===== config.mk =====
export PLATFORM = sky130hd
export DESIGN_NAME = fp_iter_mul
export DESIGN_NICKNAME = d
export VERILOG_FILES = /design/src/rtl/fp_pkg.sv /design/src/rtl/fp_round_rne.sv /design/src/rtl/fp_iter_mul.sv
export SDC_FILE = /design/constraint.sdc
export NUM_CORES = 2
export LEC_CHECK = 0
export BUFFER_PORTS_ARGS = -buffer_cell sky130_fd_sc_hd__buf_4
export CORE_ASPECT_RATIO = 1.2
export CORE_UTILIZATION = 50
export CTS_CLUSTER_SIZE = 28
export DETAILED_ROUTE_END_ITERATION = 16
export PLACE_DENSITY = 0.77
export RECOVER_POWER = 25
export SKIP_LAST_GASP = 1
export SYNTH_ARGS = -nofsm -noshare
export SYNTH_HDL_FRONTEND = slang
export SYNTH_SLANG_ARGS = --single-unit
export TNS_END_PERCENT = 10

===== constraint.sdc =====
create_clock -name clk -period 17.8 [get_ports clk]
set_input_delay 2.67 -clock clk [delete_from_list [all_inputs] [get_ports clk]]
set_output_delay 2.67 -clock clk [all_outputs]
set_load 0.02 [all_outputs]

===== src/rtl/fp_pkg.sv =====
// Shared definitions for the iterative floating-point units: operand classes,
// flag bit positions and the width-derivation helpers.
package fp_pkg;
  typedef enum logic [1:0] {FP_ZERO, FP_NORM, FP_INF, FP_NAN} fp_cls_e;

  localparam int FLAG_INVALID   = 4;
  localparam int FLAG_OVERFLOW  = 3;
  localparam int FLAG_UNDERFLOW = 2;
  localparam int FLAG_INEXACT   = 1;
  localparam int FLAG_ZERO      = 0;

  function automatic int calc_nchunk(input int sig_w, input int part_w);
    return (sig_w + part_w - 1) / part_w;
  endfunction

  function automatic int calc_bias(input int exp_w);
    return (1 << (exp_w - 1)) - 1;
  endfunction
endpackage


===== src/rtl/fp_round_rne.sv =====
// Normalise a raw significand product, round to nearest-even and pack the
// result with exception handling. Purely combinational.
module fp_round_rne
  import fp_pkg::*;
#(
  parameter int EXP_W = 8,
  parameter int MAN_W = 23
) (
  input  logic [2*(MAN_W+1)-1:0] acc_i,
  input  logic signed [EXP_W+1:0] exp_i,
  input  logic                    sign_i,
  input  fp_cls_e                 cls_a_i,
  input  fp_cls_e                 cls_b_i,
  output logic [EXP_W+MAN_W:0]    result_o,
  output logic [4:0]              flags_o
);
  localparam int SIG_W = MAN_W + 1;
  localparam int EW2   = EXP_W + 2;
  localparam logic signed [EW2-1:0] ONE  = EW2'(1);
  localparam logic signed [EW2-1:0] EMAX = EW2'((1 << EXP_W) - 1);
  localparam logic signed [EW2-1:0] ZERO = '0;

  logic [SIG_W-1:0]     sig;
  logic [SIG_W:0]       rnd;
  logic                 guard, sticky, inexact;
  logic signed [EW2-1:0] exp_n, exp_r;
  logic [MAN_W-1:0]     man;

  always_comb begin
    if (acc_i[2*SIG_W-1]) begin
      sig    = acc_i[2*SIG_W-1 -: SIG_W];
      guard  = acc_i[SIG_W-1];
      sticky = |acc_i[SIG_W-2:0];
      exp_n  = exp_i + ONE;
    end else begin
      sig    = acc_i[2*SIG_W-2 -: SIG_W];
      guard  = acc_i[SIG_W-2];
      sticky = |acc_i[SIG_W-3:0];
      exp_n  = exp_i;
    end
    inexact = guard | sticky;
    rnd = {1'b0, sig} + {{SIG_W{1'b0}}, guard & (sticky | sig[0])};
    // Carry out of the significand: 1.111.. rounded up to 10.000..
    if (rnd[SIG_W]) begin
      man   = '0;
      exp_r = exp_n + ONE;
    end else begin
      man   = rnd[MAN_W-1:0];
      exp_r = exp_n;
    end

    flags_o = '0;
    if (cls_a_i == FP_NAN || cls_b_i == FP_NAN ||
        (cls_a_i == FP_INF && cls_b_i == FP_ZERO) ||
        (cls_a_i == FP_ZERO && cls_b_i == FP_INF)) begin
      result_o = {1'b0, {EXP_W{1'b1}}, 1'b1, {(MAN_W-1){1'b0}}};
      flags_o[FLAG_INVALID] = 1'b1;
    end else if (cls_a_i == FP_INF || cls_b_i == FP_INF) begin
      result_o = {sign_i, {EXP_W{1'b1}}, {MAN_W{1'b0}}};
    end else if (cls_a_i == FP_ZERO || cls_b_i == FP_ZERO) begin
      result_o = {sign_i, {(EXP_W+MAN_W){1'b0}}};
      flags_o[FLAG_ZERO] = 1'b1;
    end else if (exp_r >= EMAX) begin
      result_o = {sign_i, {EXP_W{1'b1}}, {MAN_W{1'b0}}};
      flags_o[FLAG_OVERFLOW] = 1'b1;
      flags_o[FLAG_INEXACT]  = 1'b1;
    end else if (exp_r <= ZERO) begin
      result_o = {sign_i, {(EXP_W+MAN_W){1'b0}}};
      flags_o[FLAG_UNDERFLOW] = 1'b1;
      flags_o[FLAG_INEXACT]   = 1'b1;
      flags_o[FLAG_ZERO]      = 1'b1;
    end else begin
      result_o = {sign_i, exp_r[EXP_W-1:0], man};
      flags_o[FLAG_INEXACT] = inexact;
    end
  end
endmodule


===== src/rtl/fp_iter_mul.sv =====
// Iterative floating-point multiplier: the significand product is accumulated
// over NCHUNK passes through one PART_W-wide multiplier slice.
module fp_iter_mul
  import fp_pkg::*;
#(
  parameter int EXP_W  = 8,
  parameter int MAN_W  = 23,
  parameter int PART_W = 17
) (
  input  logic                 clk,
  input  logic                 rst,
  input  logic                 run,
  input  logic [EXP_W+MAN_W:0] a,
  input  logic [EXP_W+MAN_W:0] b,
  output logic                 busy,
  output logic                 ready,
  output logic [EXP_W+MAN_W:0] result,
  output logic [4:0]           flags
);
  localparam int SIG_W  = MAN_W + 1;
  localparam int NCHUNK = calc_nchunk(SIG_W, PART_W);
  localparam int BIAS   = calc_bias(EXP_W);
  localparam int W      = 1 + EXP_W + MAN_W;
  localparam int CNT_W  = (NCHUNK > 1) ? $clog2(NCHUNK) : 1;
  localparam int PAD_W  = NCHUNK * PART_W;
  localparam int ACC_W  = 2 * SIG_W;
  localparam int PROD_W = SIG_W + PART_W;
  localparam int WIDE_W = ACC_W + PAD_W;
  localparam logic signed [EXP_W+1:0] BIAS_S = (EXP_W+2)'(BIAS);

  localparam logic [2:0] S_IDLE   = 3'd0;
  localparam logic [2:0] S_UNPACK = 3'd1;
  localparam logic [2:0] S_MUL    = 3'd2;
  localparam logic [2:0] S_ROUND  = 3'd3;
  localparam logic [2:0] S_DONE   = 3'd4;

  logic [2:0]              state_q, state_d;
  logic [W-1:0]            a_q, a_d, b_q, b_d;
  logic [SIG_W-1:0]        sig_a_q, sig_a_d;
  logic [PAD_W-1:0]        sig_b_q, sig_b_d;
  logic signed [EXP_W+1:0] exp_q, exp_d;
  logic                    sign_q, sign_d;
  fp_cls_e                 cls_a_q, cls_a_d, cls_b_q, cls_b_d;
  logic [CNT_W-1:0]        k_q, k_d;
  logic [ACC_W-1:0]        acc_q, acc_d;
  logic [W-1:0]            result_q, result_d, rnd_res;
  logic [4:0]              flags_q, flags_d, rnd_flg;
  logic                    ready_q, ready_d;
  logic [PART_W-1:0]       chunk;
  logic [PROD_W-1:0]       partial;
  logic [WIDE_W-1:0]       shifted;

  function automatic fp_cls_e classify(input logic [EXP_W-1:0] e, input logic [MAN_W-1:0] m);
    if (e == '0)    return FP_ZERO;
    else if (&e)    return (m != '0) ? FP_NAN : FP_INF;
    else            return FP_NORM;
  endfunction

  // One slice multiply per cycle; the chunk weight is applied by the shift.
  assign chunk   = sig_b_q[k_q*PART_W +: PART_W];
  assign partial = {{PART_W{1'b0}}, sig_a_q} * {{SIG_W{1'b0}}, chunk};
  assign shifted = WIDE_W'(partial) << (k_q * PART_W);

  fp_round_rne #(.EXP_W(EXP_W), .MAN_W(MAN_W)) u_round (
    .acc_i   (acc_q),
    .exp_i   (exp_q),
    .sign_i  (sign_q),
    .cls_a_i (cls_a_q),
    .cls_b_i (cls_b_q),
    .result_o(rnd_res),
    .flags_o (rnd_flg)
  );

  always_comb begin
    state_d  = state_q;
    a_d      = a_q;
    b_d      = b_q;
    sig_a_d  = sig_a_q;
    sig_b_d  = sig_b_q;
    exp_d    = exp_q;
    sign_d   = sign_q;
    cls_a_d  = cls_a_q;
    cls_b_d  = cls_b_q;
    k_d      = k_q;
    acc_d    = acc_q;
    result_d = result_q;
    flags_d  = flags_q;
    ready_d  = 1'b0;
    case (state_q)
      S_IDLE: if (run) begin
        a_d     = a;
        b_d     = b;
        state_d = S_UNPACK;
      end
      S_UNPACK: begin
        sig_a_d = (a_q[W-2 -: EXP_W] == '0) ? '0 : {1'b1, a_q[MAN_W-1:0]};
        sig_b_d = (b_q[W-2 -: EXP_W] == '0) ? '0 : PAD_W'({1'b1, b_q[MAN_W-1:0]});
        exp_d   = $signed({2'b00, a_q[W-2 -: EXP_W]}) + $signed({2'b00, b_q[W-2 -: EXP_W]}) - BIAS_S;
        sign_d  = a_q[W-1] ^ b_q[W-1];
        cls_a_d = classify(a_q[W-2 -: EXP_W], a_q[MAN_W-1:0]);
        cls_b_d = classify(b_q[W-2 -: EXP_W], b_q[MAN_W-1:0]);
        acc_d   = '0;
        k_d     = '0;
        state_d = S_MUL;
      end
      S_MUL: begin
        acc_d = acc_q + shifted[ACC_W-1:0];
        if (k_q == CNT_W'(NCHUNK - 1)) state_d = S_ROUND;
        else                           k_d = k_q + 1'b1;
      end
      S_ROUND: state_d = S_DONE;
      S_DONE: begin
        result_d = rnd_res;
        flags_d  = rnd_flg;
        ready_d  = 1'b1;
        state_d  = S_IDLE;
      end
      default: state_d = S_IDLE;
    endcase
  end

  always_ff @(posedge clk) begin
    if (rst) begin
      state_q  <= S_IDLE;
      a_q      <= '0;
      b_q      <= '0;
      sig_a_q  <= '0;
      sig_b_q  <= '0;
      exp_q    <= '0;
      sign_q   <= 1'b0;
      cls_a_q  <= FP_ZERO;
      cls_b_q  <= FP_ZERO;
      k_q      <= '0;
      acc_q    <= '0;
      result_q <= '0;
      flags_q  <= '0;
      ready_q  <= 1'b0;
    end else begin
      state_q  <= state_d;
      a_q      <= a_d;
      b_q      <= b_d;
      sig_a_q  <= sig_a_d;
      sig_b_q  <= sig_b_d;
      exp_q    <= exp_d;
      sign_q   <= sign_d;
      cls_a_q  <= cls_a_d;
      cls_b_q  <= cls_b_d;
      k_q      <= k_d;
      acc_q    <= acc_d;
      result_q <= result_d;
      flags_q  <= flags_d;
      ready_q  <= ready_d;
    end
  end

  assign busy   = (state_q != S_IDLE);
  assign ready  = ready_q;
  assign result = result_q;
  assign flags  = flags_q;
endmodule


**After elaboration in Yosys (flattened, before gate mapping)**

Cells that the tools add are included.

- Register bits: 227
- Bits in latches: 0
- Bits in writable memories: 0
- Bits in read-only memories: 0
- Input port bits: 67
- Output and inout port bits: 39
- Logic and storage cells: 99
- Memories: 0

- Add/subtract/negate cells: 7
- $mul: 2
- Divide/modulo/power cells: 0
- Magnitude comparators: 2
- Equality and inequality tests: 10
- Shift operators: 2
- Mux-type cells: 36
- Bitwise operators: 4
- Reductions and logical operators: 22

Operator list:

| kind | count |
|---|---|
| 2-to-1 mux 31 bit | 4 |
| one-hot mux 48 bit (2 select lines) | 1 |
| 2-to-1 mux 24 bit | 3 |
| adder 48 bit | 1 |
| left shift 41 x 6 -> 48 bit | 1 |
| nonzero test 23 bit | 2 |
| multiplier 24 x 17 -> 41 bit | 1 |
| variable part select 34 x 7 -> 17 bit | 1 |
| 2-to-1 mux 32 bit | 1 |
| adder 24 x 1 -> 25 bit | 1 |
| 2-to-1 mux 23 bit | 1 |
| OR reduction 23 bit | 1 |
| OR reduction 22 bit | 1 |
| adder 10 x 2 -> 10 bit (second input constant) | 2 |
| 2-to-1 mux 10 bit | 2 |
| zero test 8 bit | 2 |
| AND reduction 8 bit | 2 |
| 2-to-1 mux 1 bit | 13 |
| one-hot mux 3 bit (4 select lines) | 1 |
| greater-or-equal comparator 10 x 9 -> 1 bit (second input constant) | 1 |
| <= comparator 10 x 1 -> 1 bit (second input constant) | 1 |
| subtractor 9 x 7 -> 10 bit (second input constant) | 1 |
| adder 8 x 8 -> 9 bit | 1 |
| 2-to-1 mux 3 bit | 3 |
| 20 further kinds | 37 |

**Longest topological paths before layout**

- Word-level depth: 12
- Mapped depth: 41
- Depth with buffers taken out: 36

**Modules after synthesis**

Synthesis repeated with hierarchy kept, for this count alone.

- Cell total of the unflattened synthesis: 3251
- Area total of the unflattened synthesis: 26703.1 um2

By module, submodules not included:

| module | instances | cells an instance | area an instance (um2) | seq. area each (um2) |
|---|---|---|---|---|
| fp_iter_mul | 1 | 2889 | 24093.1 | 4344.2 |
| fp_round_rne | 1 | 362 | 2610.0 | 0.0 |

**Worst setup path before layout**

OpenSTA, ideal clock, no wires.

- Path type: reg-to-reg
- From: register k_q
- To: register acc_q[46]
- Library setup time: 0.122 ns
- Arrival: 8.889 ns
- Data required time: 17.678 ns
- Path slack: 8.789 ns
- Stages on the path, launching flop included: 41
- Buffers on the path: 5
- Clock period less this slack: 9.011 ns
- Cells stage by stage: dfxtp_1 -> clkbuf_1 -> clkbuf_1 -> clkbuf_1 -> nor2b_1 -> clkbuf_1 -> nand2_1 -> fa_1 -> inv_1 -> fa_1 -> inv_1 -> fa_1 -> inv_1 -> fa_1 -> fa_1 -> inv_1 -> fa_1 -> inv_1 -> (+5 left out) -> a31oi_1 -> o31ai_1 -> nand3_1 -> o21bai_1 -> xor2_1 -> nor2_1 -> a21oi_1 -> ha_1 -> and3_1 -> nor2b_1 -> and2_1 -> a21oi_1 -> o21ai_0 -> a21oi_1 -> o21ai_0 -> a41oi_1 -> mux2_2 -> a221o_1

- Word-level cells in the longest chain between the ends: 6

RTL lines:

| item | line | text |
|---|---|---|
| start, declared | fp_iter_mul.sv:44 | `logic [CNT_W-1:0] k_q, k_d;` |
| start signal, assigned | fp_iter_mul.sv:148 | `k_q <= k_d;` |
| multiplier 1 x 5 -> 6 bit (*) | fp_iter_mul.sv:60, fp_iter_mul.sv:62 |  |
| variable part select 34 x 7 -> 17 bit | fp_iter_mul.sv:60 | `assign chunk = sig_b_q[k_q*PART_W +: PART_W];` |
| multiplier 24 x 17 -> 41 bit | fp_iter_mul.sv:61 | `assign partial = {{PART_W{1'b0}}, sig_a_q} * {{SIG_W{1'b0}}, chunk};` |
| left shift 41 x 6 -> 48 bit (*) | fp_iter_mul.sv:62 | `assign shifted = WIDE_W'(partial) << (k_q * PART_W);` |
| adder 48 bit (*) | fp_iter_mul.sv:107 | `acc_d = acc_q + shifted[ACC_W-1:0];` |
| one-hot mux 48 bit (2 select lines) (*) | fp_iter_mul.sv:89 | `case (state_q)` |
| end signal, assigned | fp_iter_mul.sv:134 | `acc_q <= '0;` |
| end signal, assigned | fp_iter_mul.sv:149 | `acc_q <= acc_d;` |
| end, declared | fp_iter_mul.sv:45 | `logic [ACC_W-1:0] acc_q, acc_d;` |

Every way passes the cells marked *; elsewhere a longest branch is shown, timed or not.
A chain may end at the register's enable or synchronous reset.

**Worst setup path after layout**

Ends and elaborated chain as after synthesis.

==> run summary <==
Synth area leaders: fa_1, dfxtp_1, ha_1
Hold/Removal Path Class: flop to flop
Commonest cells after routing, fill and taps aside: nand2_1, inv_1, fa_1, dfxtp_1, a21oi_1
Post-route cell area: 27,400 sq um
Mean post-synth cell area: 8.24 sq um
Die ar.: 52,200 sq um
RSZ-0062 raised after global routing: no
Worst path arrival time: 10.06 ns
ANT cells: 0
Static Leak: 13.1 nW
Share of cells above drive strength 1: 6.22%
Slew Limit Fails: 125
Yosys warnings: 0
Cell family contributing the most delay on the critical path: adder cells
Yosys top cell area share: 25.8%
Via density: 5.66
Synth Register Bits: 217
Mapped Area: 25,700 sq um
Most common cell after layout, fill and taps aside: nand2_1
Top_reg_cell synth: dfxtp_1
Peak VDD IR: 0.0868 mV
CP max FO: 59
Total power: 1.10 mW
Total gr overflow: 0
Seq/Total Area, Yosys: 16.9%
Worst path buffer plus inverter count: 6
Die Y: 250 um
Period minus WS final: 9.65 ns
Die Wd: 209 um
Core Box Area: 50,400 sq um
Crit. End Element: flop
DRC viols: 0
Setup crit start kind: flop
Final hold vios: 0
Final Setup Violations: 0
Initial antenna violation count: 0
TNS Setup: 0 ns
Routability cong.: 0.944
Num ports: 106
WL final: 65.0 mm
CP peak stage delay: 0.53 ns
Clock insertion delay at the later pin of the skew report: 0.52 ns
Area leader, netlist: fa_1
Final period util: 54.2%
Placed instance area: 26,900 sq um
WL/cell: 17.3 um
Max Freq: 104 MHz
Clk root buf: clkbuf_16
Number of global-route vias before repair: 21,500
Status: finished, violations left
Violated checks: capacitance limit, slew limit
Longest Clk Path Bufs: 3
Pre-CTS setup slack: 8.27 ns
Clock skew: 0.0148 ns
Critical Path RT: 18.21 ns
Clock slew at reported path FFs: 0.07 ns
First-pass GRT wire length: 108 mm
Antenna Violating Nets Remaining: 0
Total of max-cap violations: 2
Post-synthesis to final-layout area growth: 6.91%
CTS resizes: 0
Worst-Margin Slew: 3.31 ns
Critical setup path kind: flop to flop
Hold-fix buffers, CTS: 0
PwrDens: 40.1 nW/um^2
Post-synth EDFFs: 0
Htree depth: 1
Vias: 21,300
Clk sinks: 217
DR pass1 iterations: 8
CTS Buf Count: 21
Starting Density: 50.9%
Layout Nets: 3,685
Post-synthesis cell type count: 80
Buffer count from post-CTS setup fixing: 0
Mapped Nets: 3,695
Cells after synthesis: 3,116
Final worst slack: 8.15 ns
Total Routing Usage GR: 25.1%
Crit-path slowest cell: fa_1
Number of I/O port buffers: 105
Largest net degree at the start of global routing: 78
CTS tree: built
Slew margin rel.: -120%
Post-synthesis async set-or-reset flop share: 0%
Crit path top cell by count: fa_1
DP Wirelength: 50.6 mm
DR iter-0 viols: 1,327
Row cnt: 90
-- state kept, by name, indices dropped and copies added, names as in the netlist --
signal	flops
acc_q	48
exp_q	10
k_q	1
sig_b_q	24
flags	5
cls_b_q	2
b_q	32
state_q	3
ready	1
a_q	32
result	32
sig_a_q	24
sign_q	1
cls_a_q	2
-- final timing paths --
check / from / end / slack (ns) / cells past startpoint
max: k_q / acc_q[46] / 8.15 / 35
min reg2reg: result[14] / result[14] / 0.45 / 2
max reg2reg: k_q / acc_q[46] / 8.15 / 35
min: result[14] / result[14] / 0.45 / 2
-- report_power, final --
group / switching, mW / internal [mW] / leakage, nW
clock network: 0.207 / 0.243 / 0.334
registers: 0.0203 / 0.501 / 1.76
logic: 0.0812 / 0.0459 / 11.0
-- layout make-up --
cell class | count | area [sq um]
clock buffers | 24 | 557
fillers | 4669 | 23000
repair buffers | 138 | 927
inverters | 451 | 1690
flip-flops and latches | 217 | 4350
clock inverters | 14 | 119
well taps | 644 | 806
multi-input cells | 2277 | 19000
-- kinds of logic (layout without fill, tap and decap cells) --
kind of cell,count (synthesis),in the layout,synth area share (%)
AND/OR/NAND/NOR,1052,1052,19.3
buffers and inverters,622,627,9.21
multiplexers,29,29,1.20
adder cells (fa/ha/maj),512,512,34.6
XOR/XNOR,116,116,3.96
AO/OA/AOI/OAI,568,568,14.7
flip-flops,217,217,16.9
-- synthesized netlist by cell type (all sizes together), types with 57 or more instances --
master and number:
ha 181, fa 331, nand2 538, dfxtp 217
xnor2 76, inv 451, clkbuf 145, and2 179
nor2 127, a21oi 187, a21o 57, a22o 66
o21ai 84
-- worst reg2reg max path: cells and delay by family, from the launching register on --
family	cells	cell delay [ns]
AO/OA/AOI/OAI	15	3.14
XOR/XNOR	1	0.14
adder cells (fa/ha/maj)	8	3.76
buffers and inverters	6	0.95
flip-flops	1	0.40
multiplexers	1	0.36
AND/OR/NAND/NOR	4	0.80
-- metal layers --
metal	GRT usage, %	wire length (um)	vias to the layer above	part of all wire, %
met5	0	0	-	0
met4	10.5	2720	0	4.2
met3	2.22	3430	165	5.3
met2	44.0	32300	697	50
met1	31.6	26500	10400	41
li1	-	-	10100	-
-- per-stage QoR --
step	hold WS (ns)	utilization [%]	std cells
global placement	0.430	53.3	3727
finish	0.449	54.4	3765
global route	0.465	54.4	3765
CTS	0.453	54.6	3765
detailed placement	0.440	53.3	3727
floorplan	0.421	-	3116
Note: power is estimated with default switching activity, not from simulation.
